**src/rtl/dense_pkg.sv**
```systemverilog
// Shared types and sizing helpers for the dense-layer sequencer.
package dense_pkg;

    typedef enum logic [1:0] {
        IDLE,
        START,
        WAIT,
        OUT
    } state_e;

    localparam int N_DEF     = 4;
    localparam int WIDTH_DEF = 8;
    localparam int M_DEF     = 4;

    function automatic int sumw(input int width);
        return 2 * width + 2;
    endfunction

    function automatic int idxw(input int m);
        return (m > 1) ? $clog2(m) : 1;
    endfunction

    function automatic int sat_hi(input int width);
        return (1 << (width - 1)) - 1;
    endfunction

    function automatic int sat_lo(input int width, input int relu);
        return (relu != 0) ? 0 : -(1 << (width - 1));
    endfunction

endpackage

```
**src/rtl/dense_seq_act_sat.sv**
```systemverilog
// Requantize a MAC sum: arithmetic shift, optional ReLU floor, saturate to WIDTH.
module act_sat
    import dense_pkg::*;
#(
    parameter int WIDTH = WIDTH_DEF,
    parameter int SHIFT = 0,
    parameter int RELU  = 1
) (
    input  logic signed [2*WIDTH+1:0] sum_i,
    output logic        [WIDTH-1:0]   y_o
);

    localparam int SW = sumw(WIDTH);
    localparam logic signed [SW-1:0] HI = SW'(sat_hi(WIDTH));
    localparam logic signed [SW-1:0] LO = SW'(sat_lo(WIDTH, RELU));

    logic signed [SW-1:0] t;

    always_comb begin
        t = sum_i >>> SHIFT;
        if (t > HI) begin
            y_o = HI[WIDTH-1:0];
        end else if (t < LO) begin
            y_o = LO[WIDTH-1:0];
        end else begin
            y_o = t[WIDTH-1:0];
        end
    end

endmodule

```
**src/rtl/dense_seq.sv**
```systemverilog
// Dense-layer sequencer: latches one bundle, runs M MAC jobs, returns M results.
module dense_seq
    import dense_pkg::*;
#(
    parameter int N     = N_DEF,
    parameter int WIDTH = WIDTH_DEF,
    parameter int M     = M_DEF,
    parameter int SHIFT = 0,
    parameter int RELU  = 1
) (
    input  logic                     clk,
    input  logic                     rst_n,
    input  logic                     in_valid,
    output logic                     in_ready,
    input  logic [N*WIDTH-1:0]       x_in,
    input  logic [M*N*WIDTH-1:0]     w_in,
    input  logic [M*WIDTH-1:0]       b_in,
    output logic                     mac_start,
    output logic [N*WIDTH-1:0]       mac_x,
    output logic [N*WIDTH-1:0]       mac_w,
    output logic [WIDTH-1:0]         mac_b,
    input  logic                     mac_done,
    input  logic signed [2*WIDTH+1:0] mac_sum,
    output logic                     out_valid,
    input  logic                     out_ready,
    output logic [M*WIDTH-1:0]       y_out
);

    localparam int IW = idxw(M);
    localparam int RW = N * WIDTH;

    state_e               state_q, state_d;
    logic [IW-1:0]        idx_q, idx_d;
    logic [RW-1:0]        x_q, x_d;
    logic [M*RW-1:0]      w_q, w_d;
    logic [M*WIDTH-1:0]   b_q, b_d;
    logic [M*WIDTH-1:0]   y_q, y_d;
    logic [WIDTH-1:0]     act_y;

    act_sat #(
        .WIDTH(WIDTH),
        .SHIFT(SHIFT),
        .RELU (RELU)
    ) u_act (
        .sum_i(mac_sum),
        .y_o  (act_y)
    );

    always_ff @(posedge clk) begin
        if (!rst_n) begin
            state_q <= IDLE;
            idx_q   <= '0;
            x_q     <= '0;
            w_q     <= '0;
            b_q     <= '0;
            y_q     <= '0;
        end else begin
            state_q <= state_d;
            idx_q   <= idx_d;
            x_q     <= x_d;
            w_q     <= w_d;
            b_q     <= b_d;
            y_q     <= y_d;
        end
    end

    // mac_done only counts in WAIT; a level left high from the last job is ignored
    always_comb begin
        state_d = state_q;
        idx_d   = idx_q;
        x_d     = x_q;
        w_d     = w_q;
        b_d     = b_q;
        y_d     = y_q;
        unique case (state_q)
            IDLE: begin
                if (in_valid) begin
                    x_d     = x_in;
                    w_d     = w_in;
                    b_d     = b_in;
                    idx_d   = '0;
                    state_d = START;
                end
            end
            START: state_d = WAIT;
            WAIT: begin
                if (mac_done) begin
                    for (int k = 0; k < M; k++) begin
                        if (idx_q == IW'(k)) y_d[k*WIDTH +: WIDTH] = act_y;
                    end
                    if (idx_q == IW'(M - 1)) begin
                        state_d = OUT;
                    end else begin
                        idx_d   = idx_q + 1'b1;
                        state_d = START;
                    end
                end
            end
            OUT: begin
                if (out_ready) state_d = IDLE;
            end
            default: state_d = IDLE;
        endcase
    end

    always_comb begin
        in_ready  = (state_q == IDLE);
        mac_start = (state_q == START);
        out_valid = (state_q == OUT);
        y_out     = y_q;
        mac_x     = x_q;
        mac_w     = '0;
        mac_b     = '0;
        for (int k = 0; k < M; k++) begin
            if (idx_q == IW'(k)) begin
                mac_w = w_q[k*RW +: RW];
                mac_b = b_q[k*WIDTH +: WIDTH];
            end
        end
    end

endmodule

```
**config.mk**
```make
export PLATFORM = sky130hd
export DESIGN_NAME = dense_seq
export DESIGN_NICKNAME = d
export VERILOG_FILES = /design/src/rtl/dense_pkg.sv /design/src/rtl/dense_seq_act_sat.sv /design/src/rtl/dense_seq.sv
export SDC_FILE = /design/constraint.sdc
export NUM_CORES = 1
export LEC_CHECK = 0
export BUFFER_PORTS_ARGS = -buffer_cell sky130_fd_sc_hd__buf_2
export CAP_MARGIN = 20
export CORE_MARGIN = 2
export CORE_UTILIZATION = 40
export DETAILED_ROUTE_END_ITERATION = 6
export MAX_ROUTING_LAYER = met4
export PLACE_DENSITY = 0.66
export SLEW_MARGIN = 20
export SYNTH_ARGS = -nofsm -noshare
export SYNTH_HDL_FRONTEND = slang
export SYNTH_SLANG_ARGS = --single-unit
```
**constraint.sdc**
```tcl
create_clock -name clk -period 5.2 [get_ports clk]
set_clock_uncertainty 0.2 [all_clocks]
set_input_delay 0.52 -clock clk [delete_from_list [all_inputs] [get_ports clk]]
set_output_delay 0.52 -clock clk [all_outputs]
set_load 0.05 [all_outputs]
```
== Yosys cells after proc, flatten, opt, wreduce, memory -nomap -nowiden ==
Index checks and enable logic that the tools add are counted.
Operators by class
  bitwise gates (word level): 0
  muxes and demuxes: 19
  shift operators: 0
  reduce and logical (&&, ||, !) cells: 10
  $add $sub $neg: 1
  magnitude comparators: 2
  equality and inequality tests: 10
  multipliers: 0
  divide/modulo/power cells: 0
Operators with widths (number)
  $mux 32: 4
  $mux 8: 6
  $gt 18x8->1 const B: 1
  $lt 18x1->1 const B: 1
  $reduce_and 3->1: 5
  $mux 2: 7
  $eq 2x2->1 const B: 4
  $pmux 2 s4: 1
  $ne 2x2->1 const B: 3
  $eq 2x1->1 const B: 2
  $logic_not 2->1: 2
  $pmux 2 s2: 1
  $reduce_and 4->1: 1
  $add 2x1->2 const B: 1
  $ne 2x1->1 const B: 1
  $reduce_and 2->1: 1
  $reduce_bool 2->1: 1
Storage, ports and cells
  word-level logic and storage cells: 51
  memory bits (read-only): 0
  register bits: 228
  output and inout port bits: 107
  RAM bits: 0
  memories kept: 0
  latch bits: 0

== Logic depth before layout (Yosys ltp) ==
  word-level depth: 5
  depth in mapped cells: 7
  depth with buffers taken out: 5

== By module ==
A second synthesis with hierarchy kept.
Second synthesis, totals
  cells, all modules: 1273
  area, all modules: 9975.8 um^2
Modules (own cells, without submodules)
  dense_seq: area an instance 9848.2 um^2, instances 1, cells each 1254
  act_sat: area an instance 127.6 um^2, instances 1, cells each 19

== Worst setup path after synthesis ==
Ideal clock, no wire load.
  path kind: reg2out
  start point: register idx_q[0]
  end point: output mac_b[0]
  arrival: 1.727 ns
  cell stages (with the launch flop): 8
  slack: 2.753 ns
  buffers on the path: 2
  cell sequence: dfxtp_1 > inv_1 > ha_1 > clkbuf_1 > inv_1 > clkbuf_1 > o21a_1 > a22o_1
Between the ends
  cells in the longest elaborated chain, start to end: 5
Ends and longest elaborated chain
  from (decl): RTL line dense_seq.sv:33  | logic [IW-1:0] idx_q, idx_d;
  from (signal assigned): RTL line dense_seq.sv:59  | idx_q <= idx_d;
  $logic_not 2->1: RTL line dense_seq.sv:115  | if (idx_q == IW'(k)) begin
  $mux 8 (3 in a row): RTL line dense_seq.sv:115
  $mux 8 *: RTL line dense_seq.sv:115
  to (decl): RTL line dense_seq.sv:21  | output logic [WIDTH-1:0] mac_b,
Mark *: on every way between the ends. The rest lies on a longest branch, timed or not.

== Final worst setup path ==
  start point: register idx_q[1]
  end point: output mac_w[3]
Between the ends
  cells in the longest elaborated chain, start to end: 5
Ends and longest elaborated chain
  $logic_not 2->1: RTL line dense_seq.sv:115
  $mux 32 (3 in a row): RTL line dense_seq.sv:115
  $mux 32 *: RTL line dense_seq.sv:115
  to (decl): RTL line dense_seq.sv:20  | output logic [N*WIDTH-1:0] mac_w,
Marks and branches as above.

==> impl_metrics.toml <==
[global_route]
grt_pass1_wl_um = 46100
antenna_found_initial = 9
grt_overflow = 0
track_usage_pct = 23.9
grt_start_max_net_pins = 193
grt_pass1_vias = 8999

[clocking]
h-tree-depth = 1
cts_resized = 0
cts_root_buffer = "clkbuf_16"
clock_sinks = 228
clk_pin_slew_ns = 0.06
cts_buffer_depth = 3
clkLatencyLatePin_ns = 0.52
postCtsHoldBufs = 0
tritoncts = "yes"
cts_setup_buffers = 0
cts_buffers = 26

[routing]
drc = 0
firstDrtPassIters = 5
vias = 9391
drtAntennaViolNets = 0
drt-vias-per-instance = 5.09
first_iter_violations = 515
wl_um = 30200
wl_per_cell_um = 16.4

[sta]
fin_tns_setup_ns = 0
slew_headroom_pct = 29.6
worst-slew-pin-transition_ns = 1.06
rsz0062_at_grt = "false"
setup_viol = 0
period_minus_slack_ns = 3.45
maxSlewViolCount = 0
period_share_pct = 66.3
hold_viol = 0
max_clock_freq_mhz = 290

[worst_setup_path]
r2r-end = "w_q[51]"
rr_startpoint = "state_q[1]"
crit_path_start = "idx_q[1]"
crit_path_start_kind = "flip-flop"
crit_arrival_ns = 2.73
end_kind = "output pin"
path_class = "flip-flop to output pin"
path_max_fanout = 43
reg2reg_depth = 4
regToRegSetupSlack_ns = 2.37
critPathRequiredTime_ns = 4.48

[pwr]
p_leak_uw = 0.00511
power_density_nw_per_um2 = 366
peakVddDrop_mv = 0.264

[layout]
syn_to_final_growth_pct = 27.1
fill_cells = 2340
final_common_cell = "nand2_1"
final_cell_mix = "nand2_1 (427), buf_2 (321), a21oi_1 (235), dfxtp_1 (228), nor2_1 (57)"
multi_input_area_um2 = 4410
register_area_um2 = 4560
fin_util_pct = 51.4
drive_above_1_share_pct = 24.9
nets = 1719

[synth]
synth_top_family_by_area = "compound AO/OA/AOI/OAI gates"
ys_warn_count = 0
postSynthAreaPerCell_um2 = 7.53
synthMuxAreaShare_pct = 0
synth_edf_count = 0
ys_types = 33
ys_async_sr_fraction_pct = 0
ys_top_cells_by_area = "dfxtp_1 (48%), nand2_1 (17%), a21oi_1 (12%)"
syn_inst = 1250
yosysTopAreaCellShare_pct = 48.5
seq_area_frac_synth_pct = 48.5
yosys.area_share.simple_pct = 21.7
synth_adder_area_share_pct = 0.532
syn_area_um2 = 9420
synth_nets = 1469
synth_seq_cells = 228
yosysTopAreaCell = "dfxtp_1"
synthXorXnorAreaFrac_pct = 0
ys.flop_type = "dfxtp_1"
synth_compound_area_share_pct = 24.3

[die]
start_util_pct = 40.5
ios = 322
core_um2 = 23300
rows = 56
die_y_um = 157
die_area_um2 = 24800
die_w_um = 157

[place]
post-dp-hpwl_um = 18900
port_buffers = 321
finalWeightedCongestion = 0.840

[hold_path]
hp-start = "x_in[18]"
min_to = "mac_x[18]"
hold_depth = 3
holdCritPathClass = "primary input to flip-flop"

[outcome]
status = "complete, no violations"

[run]
cap_violations = 0
[worst max-delay path by stage]
stage / end / slack, ns / cells past startpoint
floorplan: mac_b[0] / 2.75 / 7
global placement: mac_w[3] / 2.32 / 6
detailed placement: mac_w[3] / 2.28 / 6
CTS: mac_w[3] / 1.71 / 6
global route: mac_w[7] / 1.59 / 6
finish: mac_w[3] / 1.75 / 6
[where the power goes]
| group | switching, µW | internal [µW] |
|---|---|---|
| Combinational | 438 | 195 |
| Clock | 714 | 1110 |
| Sequential | 59.4 | 1850 |
[worst max-delay path, stage by stage (launching register included)]
cell,delay (ns)
dfxtp_1,0.36
inv_1,0.14
ha_2,0.91
nand2_1,0.10
o21ai_0,0.25
a22o_1,0.18
buf_2,0.26
[per-layer routing]
metal	track usage [%]	routed length, µm	vias to the layer above
met5	-	0	-
met4	7.27	881	0
met3	4.90	2110	50
met2	40.0	14300	351
met1	28.9	12900	4299
li1	-	-	4691
[registers in the layout, summed over array words and instances, names as in the netlist]
name,flops
idx_q,2
b_q,32
state_q,2
y_out,32
mac_x,32
w_q,128
[cell usage after synthesis (5+ instances only)]
cell and instances:
clkbuf_1 88, o21a_1 41, a22o_1 40, nand4b_1 5
inv_1 5, nor2_1 57, nand2_1 427, o21ai_0 41
dfxtp_1 228, a21oi_1 235, buf_2 16, a211oi_1 28
[area by class of cell]
class / instances / area share, %
Clock inverter: 5 / 0.648
Sequential cell: 228 / 38.1
Tap cell: 319 / 3.34
Inverter: 7 / 0.261
Antenna cell: 9 / 0.188
Multi-Input combinational cell: 907 / 36.9
Timing Repair Buffer: 330 / 14.1
Clock buffer: 40 / 6.47
[stage by stage]
stage                     hold WS (ns)  power [µW]  instance area (µm²)  setup slack (ns)  instances
after floorplan                  0.237        2370                 9420              2.75       1250
after global placement           0.239        2580                11100              2.32       1791
after detailed placement         0.243        2590                11100              2.28       1791
after CTS                       0.0115        4420                11900              1.71       1836
after global routing            0.0252        4550                12000              1.59       1845
final                           0.0324        4370                12000              1.75       1845
[cell families (layout without fill, tap and decap cells)]
family | count (synthesis) | in the layout
flip-flops | 228 | 228
AND/OR/NAND/NOR | 511 | 511
buffers and inverters | 115 | 382
adder cells (fa/ha/maj) | 4 | 4
AO/OA/AOI/OAI | 392 | 392
other | 0 | 9
(Power assumes the default switching activity.)
